===== src/rtl/fetch_sequencer.sv =====
`timescale 1ns/1ps
`default_nettype none
// ============================================================================
// Module   : fetch_sequencer
// Brief    : PC owner and instruction-fetch sequencer with branch redirect,
//            in-flight drop, fetch timeout and misaligned-target detection.
// Revision : 1.0 - initial release
// ============================================================================
module fetch_sequencer #(
    parameter logic [31:0] RESET_PC       = 32'h0000_0000,
    parameter int unsigned TIMEOUT_CYCLES = 16
) (
    input  logic        clk,
    input  logic        reset,
    output logic        imem_req,
    output logic [31:0] imem_addr,
    input  logic        imem_ack,
    input  logic [31:0] imem_rdata,
    output logic        instr_valid,
    output logic [31:0] instr,
    output logic [31:0] instr_addr,
    input  logic        instr_ready,
    input  logic        br_valid,
    input  logic [1:0]  br_op,
    input  logic [31:0] br_addr,
    input  logic        br_alu_zero,
    output logic        redirect,
    output logic        fetch_err
);

    localparam int                 c_CNT_W    = $clog2(TIMEOUT_CYCLES + 1);
    localparam logic [c_CNT_W-1:0] c_CNT_LAST = c_CNT_W'(TIMEOUT_CYCLES - 1);

    typedef enum logic [1:0] {
        S_BOOT = 2'd0,
        S_REQ  = 2'd1,
        S_HOLD = 2'd2,
        S_ERR  = 2'd3
    } state_t;

    state_t              r_state, w_state_next;
    logic [31:0]         r_pc, w_pc_next;
    logic [31:0]         r_addr, w_addr_next;
    logic [31:0]         r_instr, w_instr_next;
    logic [31:0]         r_instr_addr, w_instr_addr_next;
    logic                r_valid, w_valid_next;
    logic                r_redirect, w_redirect_next;
    logic                r_err, w_err_next;
    logic                r_drop, w_drop_next;
    logic                r_gap, w_gap_next;
    logic [c_CNT_W-1:0]  r_cnt, w_cnt_next;

    logic w_take;
    logic w_misaligned;
    logic w_req;

    assign w_take       = br_valid & ((br_op[0] & ~br_alu_zero) | (br_op[1] & br_alu_zero));
    assign w_misaligned = br_addr[1:0] != 2'b00;
    // r_gap marks the idle cycle after a discarded response
    assign w_req        = (r_state == S_REQ) & ~r_gap;

    always_ff @(posedge clk or posedge reset) begin
        if (reset) begin
            r_state      <= S_BOOT;
            r_pc         <= RESET_PC;
            r_addr       <= RESET_PC;
            r_instr      <= 32'h0;
            r_instr_addr <= RESET_PC;
            r_valid      <= 1'b0;
            r_redirect   <= 1'b0;
            r_err        <= 1'b0;
            r_drop       <= 1'b0;
            r_gap        <= 1'b0;
            r_cnt        <= '0;
        end else begin
            r_state      <= w_state_next;
            r_pc         <= w_pc_next;
            r_addr       <= w_addr_next;
            r_instr      <= w_instr_next;
            r_instr_addr <= w_instr_addr_next;
            r_valid      <= w_valid_next;
            r_redirect   <= w_redirect_next;
            r_err        <= w_err_next;
            r_drop       <= w_drop_next;
            r_gap        <= w_gap_next;
            r_cnt        <= w_cnt_next;
        end
    end

    always_comb begin
        w_state_next      = r_state;
        w_pc_next         = r_pc;
        w_addr_next       = r_addr;
        w_instr_next      = r_instr;
        w_instr_addr_next = r_instr_addr;
        w_valid_next      = r_valid;
        w_redirect_next   = 1'b0;
        w_err_next        = r_err;
        w_drop_next       = r_drop;
        w_gap_next        = r_gap;
        w_cnt_next        = r_cnt;

        case (r_state)
            S_BOOT: w_state_next = S_REQ;
            S_REQ: begin
                if (w_req && imem_ack) begin
                    w_cnt_next = '0;
                    if (r_drop || w_take) begin
                        w_drop_next = 1'b0;
                        w_gap_next  = 1'b1;
                    end else begin
                        w_instr_next      = imem_rdata;
                        w_instr_addr_next = r_addr;
                        w_valid_next      = 1'b1;
                        w_state_next      = S_HOLD;
                    end
                end else if (w_req) begin
                    w_cnt_next = r_cnt + c_CNT_W'(1);
                    if (w_take) begin
                        w_drop_next = 1'b1;
                    end
                    if (r_cnt == c_CNT_LAST) begin
                        w_err_next   = 1'b1;
                        w_state_next = S_ERR;
                    end
                end else begin
                    w_gap_next = 1'b0;
                end
            end
            S_HOLD: begin
                if (r_valid && instr_ready) begin
                    w_pc_next    = r_pc + 32'd4;
                    w_valid_next = 1'b0;
                    w_state_next = S_REQ;
                end
            end
            default: ;
        endcase

        // A legal take overrides any sequential advance decided above
        if (w_take && (w_state_next != S_ERR)) begin
            if (w_misaligned) begin
                w_err_next   = 1'b1;
                w_state_next = S_ERR;
            end else begin
                w_pc_next       = br_addr;
                w_redirect_next = 1'b1;
                w_valid_next    = 1'b0;
                if (r_state == S_HOLD) begin
                    w_state_next = S_REQ;
                end
            end
        end

        if (w_state_next == S_ERR) begin
            w_valid_next = 1'b0;
            w_drop_next  = 1'b0;
            w_gap_next   = 1'b0;
            w_cnt_next   = '0;
        end

        // The request address only moves when no request is left outstanding
        if (!(w_req && !imem_ack)) begin
            w_addr_next = w_pc_next;
        end
    end

    assign imem_req    = w_req;
    assign imem_addr   = r_addr;
    assign instr_valid = r_valid;
    assign instr       = r_instr;
    assign instr_addr  = r_instr_addr;
    assign redirect    = r_redirect;
    assign fetch_err   = r_err;

endmodule
`default_nettype wire

===== config.mk =====
export PLATFORM = sky130hd
export DESIGN_NAME = fetch_sequencer
export DESIGN_NICKNAME = d
export VERILOG_FILES = /design/src/rtl/fetch_sequencer.sv
export SDC_FILE = /design/constraint.sdc
export NUM_CORES = 1
export LEC_CHECK = 0
export BUFFER_PORTS_ARGS = -buffer_cell sky130_fd_sc_hd__buf_4
export CORE_ASPECT_RATIO = 0.5
export CORE_MARGIN = 1.5
export CORE_UTILIZATION = 52
export DETAILED_ROUTE_END_ITERATION = 8
export GPL_TIMING_DRIVEN = 1
export PLACE_DENSITY = 0.91
export SYNTH_ARGS = -nofsm -noshare
export SYNTH_HDL_FRONTEND = slang
export SYNTH_SLANG_ARGS = --single-unit

===== constraint.sdc =====
create_clock -name clk -period 5.8 [get_ports clk]
set_input_delay 0.87 -clock clk [delete_from_list [all_inputs] [get_ports clk]]
set_output_delay 0.87 -clock clk [all_outputs]
set_load 0.005 [all_outputs]

==> results.yml, run 1 <==
logic_synthesis:
  syn_nets: 530
  synth.area.mux_share: 0.245
  synth_area_leader_cell: "dfrtp_1"
  synthAdderAreaFrac: 0.0141
  synth_top_family_by_area: "multiplexers"
  syn_area_um2: 6210
  ys_ff_latch: 140
  synth_cells: 451
  synth_top_area_frac: 0.564
  synthXorXnorAreaFrac: 0.0395
  synth.distinct_cells: 44
  synth_async_sr_flop_share: 1.00
  synth.area.top_cells: "dfrtp_1 56%, mux2_2 18%, mux2_4 6.0%"
  synth_edf_count: 0
  ys.flop_type: "dfrtp_1"
  yosysSeqAreaShare: 0.564
  synth-simple-area-share: 0.0824
  ys_warn_count: 0
  synth-compound-area-share: 0.0335
  syn_area_per_cell_um2: 13.8
cts:
  cts.repair.resized: 0
  path_clk_slew_ns: 0.06
  cts_tree: "yes"
  hold_buffers: 0
  cts_setup_buffers: 0
  cts_num_sinks: 140
  cts_root_buf: "clkbuf_16"
  numCtsBuffers: 17
  htreeDepth: 4
  clk-insertion-delay-late_ns: 0.41
  cts_buffer_depth: 2
status:
  status: "complete, no violations"
worst_setup_path:
  required_ns: 6.09
  crit_path_end_kind: "flop"
  cp-start-kind: "flop"
  critPathKind: "flop to flop"
  ff2ff_setup_slack_ns: 2.66
  path_max_fanout: 33
  reg2reg_depth: 9
  worstPathArrival_ns: 3.43
  reg2reg_from: "r_state[1]$_DFF_PP0_"
  crit_start: "r_state[1]$_DFF_PP0_"
finish:
  fin_area_um2: 8240
  layout_common_cells: "174 x buf_4, 140 x dfrtp_1, 99 x mux2_2"
  area_delta_synth_final_pct: 32.7
  nNetsFinal: 707
  diodes: 0
  drive_gt1_frac: 0.526
  final_common_cell: "buf_4"
route:
  viasPerCell: 5.24
  drtPass1Iterations: 5
  drt-total-wl_um: 13700
  drc: 0
  initialDrtViolationCount: 185
  vias: 4191
  ant_nets: 0
  wl_per_cell_um: 17.2
global_routing:
  grt_pass1_wl_um: 22300
  grt_antenna_before_repair: 0
  grt_overflow: 0
  grt_pass1_vias: 4496
  grtUsageTotal: 0.232
  grt_max_degree: 82
timing:
  setup_viol: 0
  worst_hold_slack_ns: 0.478
  hold_violations: 0
  fin_setup_tns_ns: 0
  fin_crit_ns: 3.14
  finalCritPeriodShare: 0.541
  slew_headroom: 0.214
  tightest_slew_ns: 1.16
  final-max-slew-violation-count: 0
  timing.fmax_mhz: 319
  rsz0062_at_grt: "no"
  finClkSkew_ns: 0.00508
run:
  cap_violations: 0
power:
  power_mw: 4.50
  ir_worst_vdd_uv: 244
  p_leak_nw: 3.93
  power_density_nw_per_um2: 546
place:
  placed_cell_area_um2: 7650
  portBuffers: 171
  hpwl_um: 9370
  place_congestion: 0.823
die:
  die-area_um2: 12600
  die_w_um: 158
  pin_count: 172
  fp-row-count: 27
  coreArea_um2: 11300
  die_h_um: 80.3
  start_util: 0.549
min_path:
  min_from: "r_pc[1]$_DFF_PP0_"
  hp-class: "flop to flop"
  min_path_cells: 1
through the flow:
step	utilization	instances	setup WS, ns
after floorplan	-	451	1.18
after global placement	0.676	768	2.56
after detailed placement	0.676	768	2.48
after CTS	0.728	800	2.69
after global routing	0.728	800	2.54
final	0.728	800	2.66
final cells by class:
| class | instances | area, um^2 |
|---|---|---|
| clock buffers | 21 | 470 |
| clock inverters | 11 | 118 |
| fillers | 745 | 3080 |
| inverters | 11 | 46.3 |
| multi-input cells | 284 | 2600 |
| flip-flops and latches | 140 | 3500 |
| well taps | 159 | 199 |
| repair buffers | 174 | 1310 |
cells by family after synthesis:
kind of cell               after synthesis
buffers and inverters                   27
adders and majority gates                7
and+or+nand+nor                         92
muxes                                  127
AOI/OAI and AO/OA                       30
xor gates and xnor gates                28
DFF                                    140
synthesized netlist by cell type (2+ instances only):
master	instances
ha_1	7
mux2_4	25
nand2b_1	2
dfrtp_1	140
nor3_1	12
and2_1	5
and3_1	10
buf_2	6
nand3_1	13
xor2_1	7
nand4_1	10
inv_1	11
nor2_1	15
o21ai_0	4
mux2i_1	2
nand4bb_1	2
buf_6	3
a21oi_1	13
mux2_2	99
clkbuf_1	6
nor3_2	2
and4_1	4
nand2_1	12
xnor2_1	21
state kept, by name, indices dropped and copies added, names as in the netlist:
name	count
r_state	2
instr_addr	32
r_cnt	5
imem_addr	32
instr_valid	1
r_drop	1
r_gap	1
fetch_err	1
redirect	1
instr	32
r_pc	32
power breakdown:
part / leakage, nW / switching [mW] / internal (mW) / total (mW)
sequential: 1.71 / 0.336 / 1.43 / 1.77
combinational: 1.93 / 0.633 / 1.03 / 1.66
clock: 0.289 / 0.402 / 0.664 / 1.07
path summary, 6_finish.rpt:
path                                             to
max                        imem_addr[2]$_DFFE_PP0N_
max reg2reg                imem_addr[2]$_DFFE_PP0N_
min reg2reg                       r_pc[1]$_DFF_PP0_
min                               r_pc[1]$_DFF_PP0_
min in group asynchronous     instr[24]$_DFFE_PP0P_
max in group asynchronous        r_pc[20]$_DFF_PP0_
layer usage:
layer  vias to the layer above  global-route usage  share of wire
met4                         0              0.0726         0.0099
met2                        92               0.415           0.54
met1                      2120               0.275           0.42
met3                        10              0.0637          0.037
li1                       1969                   -              -
met5                         -                   0              0
worst max-delay path, stage by stage (launching register included):
cell and delay, ns:
dfrtp_1 0.41, inv_1 0.18, ha_1 0.36, nand4bb_1 0.27, a211oi_1 0.33, nor3_1 0.15, o21ai_4 0.13, buf_4 0.49
mux2_2 0.43, mux2_2 0.27
No activity file was read; power rests on OpenSTA's default activity.
==> run 2: changes to the inputs <==
==> constraint.sdc (replaced) <==
create_clock -name clk -period 3.2 [get_ports clk]
set_input_delay 0.48 -clock clk [delete_from_list [all_inputs] [get_ports clk]]
set_output_delay 0.48 -clock clk [all_outputs]
set_load 0.005 [all_outputs]
==> results.yml, run 2 (synthesized netlist as in run 1, its figures left out) <==
timing:
  tightest_slew_ns: 0.701
  final-max-slew-violation-count: 0
  finalCritPeriodShare: 0.896
  fin_ws_ns: 0.334
  setup_viol: 0
  fin_crit_ns: 2.87
  hold_violations: 0
  worst_hold_slack_ns: 0.157
  slew_headroom: 0.531
  fin_setup_tns_ns: 0
  timing.fmax_mhz: 349
  finClkSkew_ns: 0.00919
  rsz0062_at_grt: "no"
cts:
  cts_tree: "yes"
  hold_buffers: 0
  cts_num_sinks: 140
  cts.repair.resized: 0
  path_clk_slew_ns: 0.06
  cts_setup_buffers: 0
  cts_buffer_depth: 2
  htreeDepth: 4
  clk-insertion-delay-late_ns: 0.42
  cts_root_buf: "clkbuf_16"
  numCtsBuffers: 17
finish:
  multiInputGateArea_um2: 2600
  fillers: 709
  diodes: 0
  fin_cells: 805
  drive_gt1_frac: 0.529
  nNetsFinal: 714
  regArea_um2: 3500
  area_delta_synth_final_pct: 34.9
  final_common_cell: "buf_4"
  fin_util: 0.740
  fin_area_um2: 8380
  layout_common_cells: "178 x buf_4, 140 x dfrtp_1, 99 x mux2_2"
run:
  cap_violations: 0
place:
  placed_cell_area_um2: 7740
  placedCellCount: 775
  place_congestion: 0.857
  portBuffers: 171
  hpwl_um: 9850
  dp_slack_ns: 0.386
route:
  viasPerCell: 5.36
  ant_nets: 0
  drtPass1Iterations: 6
  initialDrtViolationCount: 258
  drt-total-wl_um: 14300
  drc: 0
  wl_per_cell_um: 17.8
  vias: 4317
worst_setup_path:
  worstPathArrival_ns: 3.17
  ff2ff_setup_slack_ns: 0.33
  required_ns: 3.50
  path_max_fanout: 33
  critPathKind: "flop to flop"
  cp-start-kind: "flop"
  crit_path_end_kind: "flop"
status:
  status: "complete, no violations"
power:
  ir_worst_vdd_uv: 435
  p_leak_nw: 3.99
  power_mw: 8.41
  power_density_nw_per_um2: 1000
global_routing:
  grt_overflow: 0
  grt_pass1_wl_um: 23100
  grt_max_degree: 49
  grt_pass1_vias: 4592
  grt_antenna_before_repair: 0
  grtUsageTotal: 0.240
die:
  die_w_um: 158
  fp-row-count: 27
  start_util: 0.549
  die_h_um: 80.3
  coreArea_um2: 11300
  pin_count: 172
  die-area_um2: 12600
min_path:
  hp-class: "input port to asynchronous set/reset pin"
[run 2: critical path, stage by stage (launching register included)]
cell and delay (ns):
dfrtp_1 0.42, inv_1 0.19, ha_1 0.33, nand4bb_1 0.25
a211oi_1 0.32, nor3_1 0.14, o21ai_4 0.17, buf_12 0.26
mux2_2 0.38, mux2_2 0.26
[run 2: power breakdown]
part	switching (mW)	leakage [nW]	internal, mW
registers	0.623	1.71	2.60
clock network	0.743	0.305	1.40
logic	1.17	1.98	1.88
total	2.53	3.99	5.88
[run 2: final cells by class]
class,instances,area share
clock buffer,19,0.0529
inverter,11,0.00538
sequential,140,0.418
multi-input combinational,284,0.310
clock inverter,11,0.0230
tap,159,0.0238
timing repair buffer,181,0.167
[run 2: path summary, 6_finish.rpt]
| kind | startpoint | to | depth (start not counted) |
|---|---|---|---|
| worst min register to register | fetch_err$_DFF_PP0_ | fetch_err$_DFF_PP0_ | 2 |
| min in group clk | imem_rdata[10] | instr[10]$_DFFE_PP0P_ | 2 |
| worst max register to register | r_state[1]$_DFF_PP0_ | imem_addr[31]$_DFFE_PP0N_ | 9 |
| worst min-delay path | reset | r_pc[15]$_DFF_PP0_ | 2 |
| max in group asynchronous | reset | imem_addr[24]$_DFFE_PP0N_ | 3 |
| worst max-delay path | r_state[1]$_DFF_PP0_ | imem_addr[31]$_DFFE_PP0N_ | 9 |
[run 2: per-layer routing]
metal | up-vias | GRT usage | wire, um
li1 | 1989 | - | -
met1 | 2185 | 0.283 | 5760
met2 | 112 | 0.430 | 7670
met3 | 31 | 0.0529 | 593
met4 | 0 | 0.0972 | 302
met5 | - | 0 | 0
